File: config.mk
export PLATFORM = sky130hd
export DESIGN_NAME = rara_tx
export DESIGN_NICKNAME = d
export VERILOG_FILES = /design/src/rtl/rara_tx_pkg.sv /design/src/rtl/rara_tx_cnt.sv /design/src/rtl/rara_tx.sv
export SDC_FILE = /design/constraint.sdc
export NUM_CORES = 1
export LEC_CHECK = 0
export ABC_AREA = 1
export CORE_MARGIN = 5
export CORE_UTILIZATION = 50
export DETAILED_ROUTE_END_ITERATION = 12
export MAX_ROUTING_LAYER = met4
export PLACE_DENSITY = 0.88
export SLEW_MARGIN = 20
export SYNTH_ARGS = -nofsm -noshare
export SYNTH_HDL_FRONTEND = slang
export SYNTH_HIERARCHICAL = 1
export SYNTH_SLANG_ARGS = --single-unit
File: constraint.sdc
create_clock -name clk -period 3.6 [get_ports clk]
set_input_delay 0.72 -clock clk [delete_from_list [all_inputs] [get_ports clk]]
set_output_delay 0.72 -clock clk [all_outputs]
set_load 0.05 [all_outputs]
File: src/rtl/rara_tx_pkg.sv
// Shared constants for the RARA pattern path: ASCII characters and transmitter state encoding.
package rara_tx_pkg;

  localparam int unsigned CHAR_W  = 7;
  localparam int unsigned STATE_W = 3;

  localparam logic [CHAR_W-1:0] ASCII_R = 7'h52;
  localparam logic [CHAR_W-1:0] ASCII_A = 7'h41;

  typedef enum logic [STATE_W-1:0] {
    TX_IDLE = 3'd0,
    TX_TR1  = 3'd1,
    TX_TA1  = 3'd2,
    TX_TR2  = 3'd3,
    TX_TA2  = 3'd4,
    TX_GAP  = 3'd5
  } tx_state_e;

endpackage

File: src/rtl/rara_tx_cnt.sv
// Loadable down-counter tracking frames still to send; last/zero flags are registered.
module rara_tx_cnt #(
  parameter int unsigned CNT_W = 4
) (
  input  logic             clk,
  input  logic             rst,
  input  logic             load,
  input  logic             dec,
  input  logic [CNT_W-1:0] load_val,
  output logic             last,
  output logic             zero
);

  logic [CNT_W-1:0] rem;
  logic [CNT_W-1:0] rem_nxt_c;

  // Decrement saturates at zero so the counter never wraps.
  always_comb begin
    rem_nxt_c = rem;
    if (load)
      rem_nxt_c = load_val;
    else if (dec && (rem != '0))
      rem_nxt_c = rem - CNT_W'(1);
  end

  always_ff @(posedge clk or posedge rst) begin
    if (rst) begin
      rem  <= '0;
      last <= 1'b0;
      zero <= 1'b1;
    end else begin
      rem  <= rem_nxt_c;
      last <= (rem_nxt_c == CNT_W'(1));
      zero <= (rem_nxt_c == '0);
    end
  end

endmodule

File: src/rtl/rara_tx.sv
// RARA pattern transmitter: emits N "RARA" frames on a valid/ready character stream.
// Build option RARA_TX_OVERLAP_EN: successive frames share the trailing "RA" (no gap char).
module rara_tx
  import rara_tx_pkg::*;
#(
  parameter int unsigned       CNT_W     = 4,
  parameter logic [CHAR_W-1:0] IDLE_CHAR = 7'h20
) (
  input  logic              clk,
  input  logic              rst,
  input  logic              start,
  input  logic [CNT_W-1:0]  count,
  output logic [CHAR_W-1:0] dout,
  output logic              dout_valid,
  input  logic              dout_ready,
  output logic              busy,
  output logic              done
);

  tx_state_e state;
  logic      load_c;
  logic      dec_c;
  logic      xfer_c;
  logic      last;
  logic      zero;

  assign xfer_c = dout_valid && dout_ready;
  assign load_c = (state == TX_IDLE) && start && (count != '0);
  assign dec_c  = (state == TX_TA2) && xfer_c && !last && !zero;

  rara_tx_cnt #(
    .CNT_W (CNT_W)
  ) u_cnt (
    .clk      (clk),
    .rst      (rst),
    .load     (load_c),
    .dec      (dec_c),
    .load_val (count),
    .last     (last),
    .zero     (zero)
  );

  // Every non-idle state advances only on a transfer, so a stall holds dout and state.
  always_ff @(posedge clk or posedge rst) begin
    if (rst) begin
      state      <= TX_IDLE;
      dout       <= IDLE_CHAR;
      dout_valid <= 1'b0;
      busy       <= 1'b0;
      done       <= 1'b0;
    end else begin
      done <= 1'b0;
      case (state)
        TX_IDLE: begin
          if (load_c) begin
            state      <= TX_TR1;
            dout       <= ASCII_R;
            dout_valid <= 1'b1;
            busy       <= 1'b1;
          end
        end
        TX_TR1: begin
          if (xfer_c) begin
            state <= TX_TA1;
            dout  <= ASCII_A;
          end
        end
        TX_TA1: begin
          if (xfer_c) begin
            state <= TX_TR2;
            dout  <= ASCII_R;
          end
        end
        TX_TR2: begin
          if (xfer_c) begin
            state <= TX_TA2;
            dout  <= ASCII_A;
          end
        end
        TX_TA2: begin
          if (xfer_c) begin
            if (last) begin
              state      <= TX_IDLE;
              dout       <= IDLE_CHAR;
              dout_valid <= 1'b0;
              busy       <= 1'b0;
              done       <= 1'b1;
            end else begin
`ifdef RARA_TX_OVERLAP_EN
              state <= TX_TR2;
              dout  <= ASCII_R;
`else
              state <= TX_GAP;
              dout  <= IDLE_CHAR;
`endif
            end
          end
        end
        TX_GAP: begin
          if (xfer_c) begin
            state <= TX_TR1;
            dout  <= ASCII_R;
          end
        end
        default: begin
          state      <= TX_IDLE;
          dout       <= IDLE_CHAR;
          dout_valid <= 1'b0;
          busy       <= 1'b0;
        end
      endcase
    end
  end

endmodule

==> impl_metrics.toml, run 1 <==
[critical_path]
worst-path-buf-inv = 1
crit_slowest_cell = "clkdlybuf4s50_1"
crit_fanout = 2
cp_data_arrival_time_ns = 1.62
crit_end = "dout[5]"
r2r-end = "u_cnt/zero$_DFF_PP1_"
r2r-start = "state[1]$_DFFE_PP0P_"
worstSetupPathType = "register to output pin"
start_kind = "register"
rr_worst_depth = 9
cp-end-kind = "output pin"
cp_slowest_stage_delay_ns = 0.79
timing.critical_path.from = "dout[5]$_DFFE_PP1P_"
r2r_slack_ns = 1.52
path_cells = "clkdlybuf4s50_1"
cp_top_family = "buffers and inverters"
cp.required_ns = 2.88
worst-path-stages = 1

[layout]
final_cells = 172
layout.nets = 155
area_growth_pct = 17.5
drive_above_1_share_pct = 17.2
diodes = 0

[cts]
cts_buffers = 3
cts_setup_buffers = 0
cts_tree = "yes"
cts.sinks = 15
cts_resized = 0
cts.htree.levels = 1
path_clk_slew_ns = 0.08
cts_buffer_depth = 2
hold_buffers = 0
root_buffer = "clkbuf_4"
clk_latency_ns = 0.30

[placement]
gp_congestion = 0.922
portBuffers = 15
dp_hpwl_um = 1600
dp.cells = 168

[status]
status = "completed"

[global_route]
grt_pass1_wl_um = 3480
grt_max_degree = 10
grt_pass1_vias = 809
grt_use_total_pct = 17.1
antenna_found_initial = 0
grt_overflow = 0

[timing]
finalHoldViolations = 0
setup_viol = 0
tightest_slew_ns = 0.660
tns_ns = 0
fmax_mhz = 428
min_period_over_period_pct = 64.9
skew_ns = 0.0119
final_max_slew_viol_count = 0
period_needed_ns = 2.34
max_slew_margin_pct = 55.6
rsz0062_at_grt = "no"

[hold_path]
hp-class = "register to register"

[drt]
first_iter_violations = 22
wirelength_um = 2090
drtAntennaViolNets = 0
wl_per_cell_um = 12.1
route.vias.total = 891
drt_first_pass_iters = 4
via_per_inst = 5.18
drc = 0

[floorplanning]
die-area_sq_um = 2960
rows = 16
fp.dieH_um = 54.4
start_util_pct = 51.4
die-width_um = 54.4
io_pins = 18
core_sq_um = 1920

[power_and_ir_drop]
cellPowerDensity_nw_per_um2 = 942
pwr-share-seq_pct = 28.6
p_int_w = 0.000515
switching_share_pct = 52.9
p_switching_w = 0.000578
leakage_nw = 0.599
ir_drop_mv = 0.551
combPwrFrac_pct = 62.0
clock_power_share_pct = 9.4

[flow_run]
cap_violations = 0

[logic_synthesis]
avgSynthCellArea_sq_um = 7.59
synth_seq_cells = 15
yosys_warnings = 6
syn_inst = 130
synth-seq-area-share_pct = 38.3
ys_types = 26
yosysTopAreaCellShare_pct = 33.0
synth_area_leaders = "dfrtp_1 (33%), nand2_1 (14%), nand3_1 (7.1%)"
synthArstFlopShare_pct = 100
ys.flop_type = "dfrtp_1"
netlist_area_sq_um = 987
yosysTopAreaCell = "dfrtp_1"
synth_commonest_cells = "nand2_1 (37), inv_1 (16), nand3_1 (14)"
synth.most_common_cell = "nand2_1"
synth_edf_count = 0
[stage by stage]
step / instance area [sq um] / total power [W] / hold slack [ns] / util (%) / worst slack [ns]
after global placement: 1130 / 0.000958 / 0.454 / 59.0 / 1.05
after detailed placement: 1130 / 0.000988 / 0.461 / 59.0 / 1.01
after CTS: 1160 / 0.00109 / 0.477 / 60.4 / 1.24
after floorplan: 991 / 0.000844 / 0.482 / - / 1.62
after global routing: 1160 / 0.00118 / 0.495 / 60.4 / 1.10
final: 1160 / 0.00109 / 0.473 / 60.4 / 1.26
[sequential cells by signal, summed over array words and instances (netlist names)]
register and count:
state 3, busy 1, u_cnt/zero 1, done 1, u_cnt/rem 4, dout 4, u_cnt/last 1
[metal layers]
metal | global-route usage [%] | wire (um) | vias to the layer above
li1 | - | - | 444
met1 | 21.1 | 939 | 417
met2 | 27.1 | 1010 | 25
met3 | 1.63 | 73 | 5
met4 | 9.96 | 58 | 0
met5 | - | 0 | -
[cells by family after synthesis]
kind of cell    Yosys count  synth area share, %
buf+inv                  27                 12.5
other cells               1                0.380
flops                    15                 38.3
compound gates            5                 4.06
simple gates             81                 43.5
fa+ha+maj                 1                 1.27
[area by class of cell]
| type | count | area (sq um) |
|---|---|---|
| Clock buffer | 4 | 26.3 |
| Fill cell | 174 | 762 |
| Inverter | 22 | 82.6 |
| Multi-Input combinational cell | 89 | 489 |
| Sequential cell | 15 | 378 |
| Tap cell | 27 | 33.8 |
| Timing Repair Buffer | 15 | 150 |
[placed cells by master (no fill, tap or decap), types with 2 or more instances in the layout]
| master | instances |
|---|---|
| nand3_2 | 2 |
| conb_1 | 2 |
| dfrtp_1 | 13 |
| inv_2 | 6 |
| nand2_2 | 4 |
| clkdlybuf4s50_1 | 15 |
| inv_1 | 16 |
| nand3_4 | 3 |
| clkbuf_4 | 3 |
| dfstp_2 | 2 |
| nor2_1 | 7 |
| nand3_1 | 14 |
| o21ai_0 | 2 |
| nand4_1 | 7 |
| nand2_1 | 37 |
[worst min path at each step]
| stage | start | endpoint | depth (start not counted) |
|---|---|---|---|
| 4_1_cts | dout[5]$_DFFE_PP1P_ | dout[5]$_DFFE_PP1P_ | 2 |
| 3_5_place_dp | dout[0]$_DFFE_PP0P_ | dout[0]$_DFFE_PP0P_ | 2 |
| 5_1_grt | dout[0]$_DFFE_PP0P_ | dout[0]$_DFFE_PP0P_ | 2 |
| 3_3_place_gp | dout[5]$_DFFE_PP1P_ | dout[5]$_DFFE_PP1P_ | 2 |
| 2_1_floorplan | u_cnt/last$_DFF_PP0_ | done$_DFF_PP0_ | 2 |
| 6_report | dout[5]$_DFFE_PP1P_ | dout[5]$_DFFE_PP1P_ | 2 |
[power by group through the flow]
stage | Clock [W] | Sequential, W | Combinational (W)
after global placement | 0 | 0.000310 | 0.000648
after detailed placement | 0 | 0.000314 | 0.000673
after CTS | 0.000106 | 0.000311 | 0.000676
after global routing | 0.000110 | 0.000321 | 0.000745
final | 0.000102 | 0.000313 | 0.000678
after floorplan | 0 | 0.000388 | 0.000456
Power figures use the tool's default switching activity.
==> run 2, diff against run 1 <==
- clock period: 3.6 -> 2.2 ns (I/O delays scaled with it)
==> run 2 against run 1 <==
- register-to-register slack got worse by 1.1 ns
- cell area up 1.9%
- clock skew fell by 0.0096 ns
- via count is 0.34% higher
- die area unchanged
- critical path type unchanged
- largest cell class unchanged
- largest power group unchanged
==> impl_metrics.toml, run 2 (synthesis gave the netlist of run 1 again) <==
[status]
status = "completed"

[timing]
min_period_over_period_pct = 93.6
tightest_slew_ns = 0.501
whs_ns = 0.391
finalHoldViolations = 0
max_slew_margin_pct = 66.5
rsz0062_at_grt = "no"
setup_viol = 0
skew_ns = 0.00229
final_max_slew_viol_count = 0
tns_ns = 0
fmax_mhz = 486
period_needed_ns = 2.06

[cts]
clk_latency_ns = 0.28
cts_buffer_depth = 2
cts.sinks = 15
hold_buffers = 0
path_clk_slew_ns = 0.09
cts_tree = "yes"
cts_buffers = 3
cts.htree.levels = 1
cts_setup_buffers = 0
root_buffer = "clkbuf_4"
cts_resized = 0

[floorplanning]
rows = 16
core_sq_um = 1920
die-area_sq_um = 2960
fp.dieH_um = 54.4
die-width_um = 54.4
io_pins = 18
start_util_pct = 51.4

[drt]
via_per_inst = 5.11
wirelength_um = 2110
wl_per_cell_um = 12.0
drtAntennaViolNets = 0
first_iter_violations = 54
route.vias.total = 894
drc = 0
drt_first_pass_iters = 4

[power_and_ir_drop]
ir_drop_mv = 0.916
cellPowerDensity_nw_per_um2 = 1520
power_w = 0.00180
leakage_nw = 0.615

[placement]
gp_congestion = 0.853
dp_hpwl_um = 1620
dp.cells = 171
portBuffers = 15

[critical_path]
path_cells = "clkdlybuf4s50_1"
cp-end-kind = "output pin"
crit_fanout = 2
cp.required_ns = 1.76
r2r_slack_ns = 0.43
worstSetupPathType = "register to output pin"
worst-path-buf-inv = 1
cp_data_arrival_time_ns = 1.62
start_kind = "register"
crit_slowest_cell = "clkdlybuf4s50_1"
cp_top_family = "buffers and inverters"
cp_slowest_stage_delay_ns = 0.79

[global_route]
grt_overflow = 0
antenna_found_initial = 0
grt_pass1_wl_um = 3500
grt_pass1_vias = 867
grt_max_degree = 10
grt_use_total_pct = 16.6

[layout]
final_cells = 175
final_common_cell = "nand2_1"
drive_above_1_share_pct = 18.9
diodes = 0
layout.nets = 158
reg_top3 = "dout (4), u_cnt/rem (4), state (3)"
fin_util_pct = 61.5
mostFrequentLayoutCells = "nand2_1 (37), inv_1 (16), clkdlybuf4s50_1 (15), nand3_1 (14), dfrtp_1 (13)"
area_growth_pct = 19.8

[hold_path]
hp-class = "input pin to async pin"

[flow_run]
cap_violations = 0
==> run 2: cell types whose count changed in the layout (fill, tap and decap cells not counted), sizes merged <==
cell and delta:
buf +3
==> run 2: path summary, 6_finish.rpt <==
| kind | endpoint | cells past startpoint | from |
|---|---|---|---|
| worst max-delay path | dout[5] | 1 | dout[5]$_DFFE_PP1P_ |
| worst min-delay path | u_cnt/rem[2]$_DFF_PP0_ | 2 | rst |
| worst max register to register | u_cnt/zero$_DFF_PP1_ | 9 | state[1]$_DFFE_PP0P_ |
| worst min register to register | dout[5]$_DFFE_PP1P_ | 2 | dout[5]$_DFFE_PP1P_ |
| max in group asynchronous | dout[5]$_DFFE_PP1P_ | 2 | rst |
| min in group clk | dout[5]$_DFFE_PP1P_ | 2 | dout[5]$_DFFE_PP1P_ |
==> run 2: cell type report <==
class                      instances  area, sq um
clock buffer                       4         26.3
fill                             168          739
inverter                          22         82.6
multi-input combinational         89          489
sequential                        15          378
tap                               27         33.8
timing repair buffer              18          173
==> run 2: where the power goes <==
group	switching (W)	leakage [nW]	total [W]	internal, W
clock	0.0000875	0.0150	0.000158	0.0000704
sequential	0.000109	0.181	0.000509	0.000401
combinational	0.000745	0.419	0.00113	0.000386
==> run 2: metrics by stage <==
step	cell area [sq um]	worst slack, ns
after CTS	1180	0.137
after global routing	1180	0.120
after floorplan	991	0.223
after detailed placement	1160	0.193
after global placement	1160	0.267
final	1180	0.142
==> run 2: per-layer routing <==
| metal | up-vias | GRT usage (%) | routed length (um) | share of wire [%] |
|---|---|---|---|---|
| li1 | 442 | - | - | - |
| met1 | 417 | 19.7 | 902 | 43 |
| met2 | 29 | 28.9 | 1070 | 51 |
| met3 | 6 | 0.817 | 85 | 4.0 |
| met4 | 0 | 7.47 | 42 | 2.0 |
| met5 | - | - | 0 | 0 |
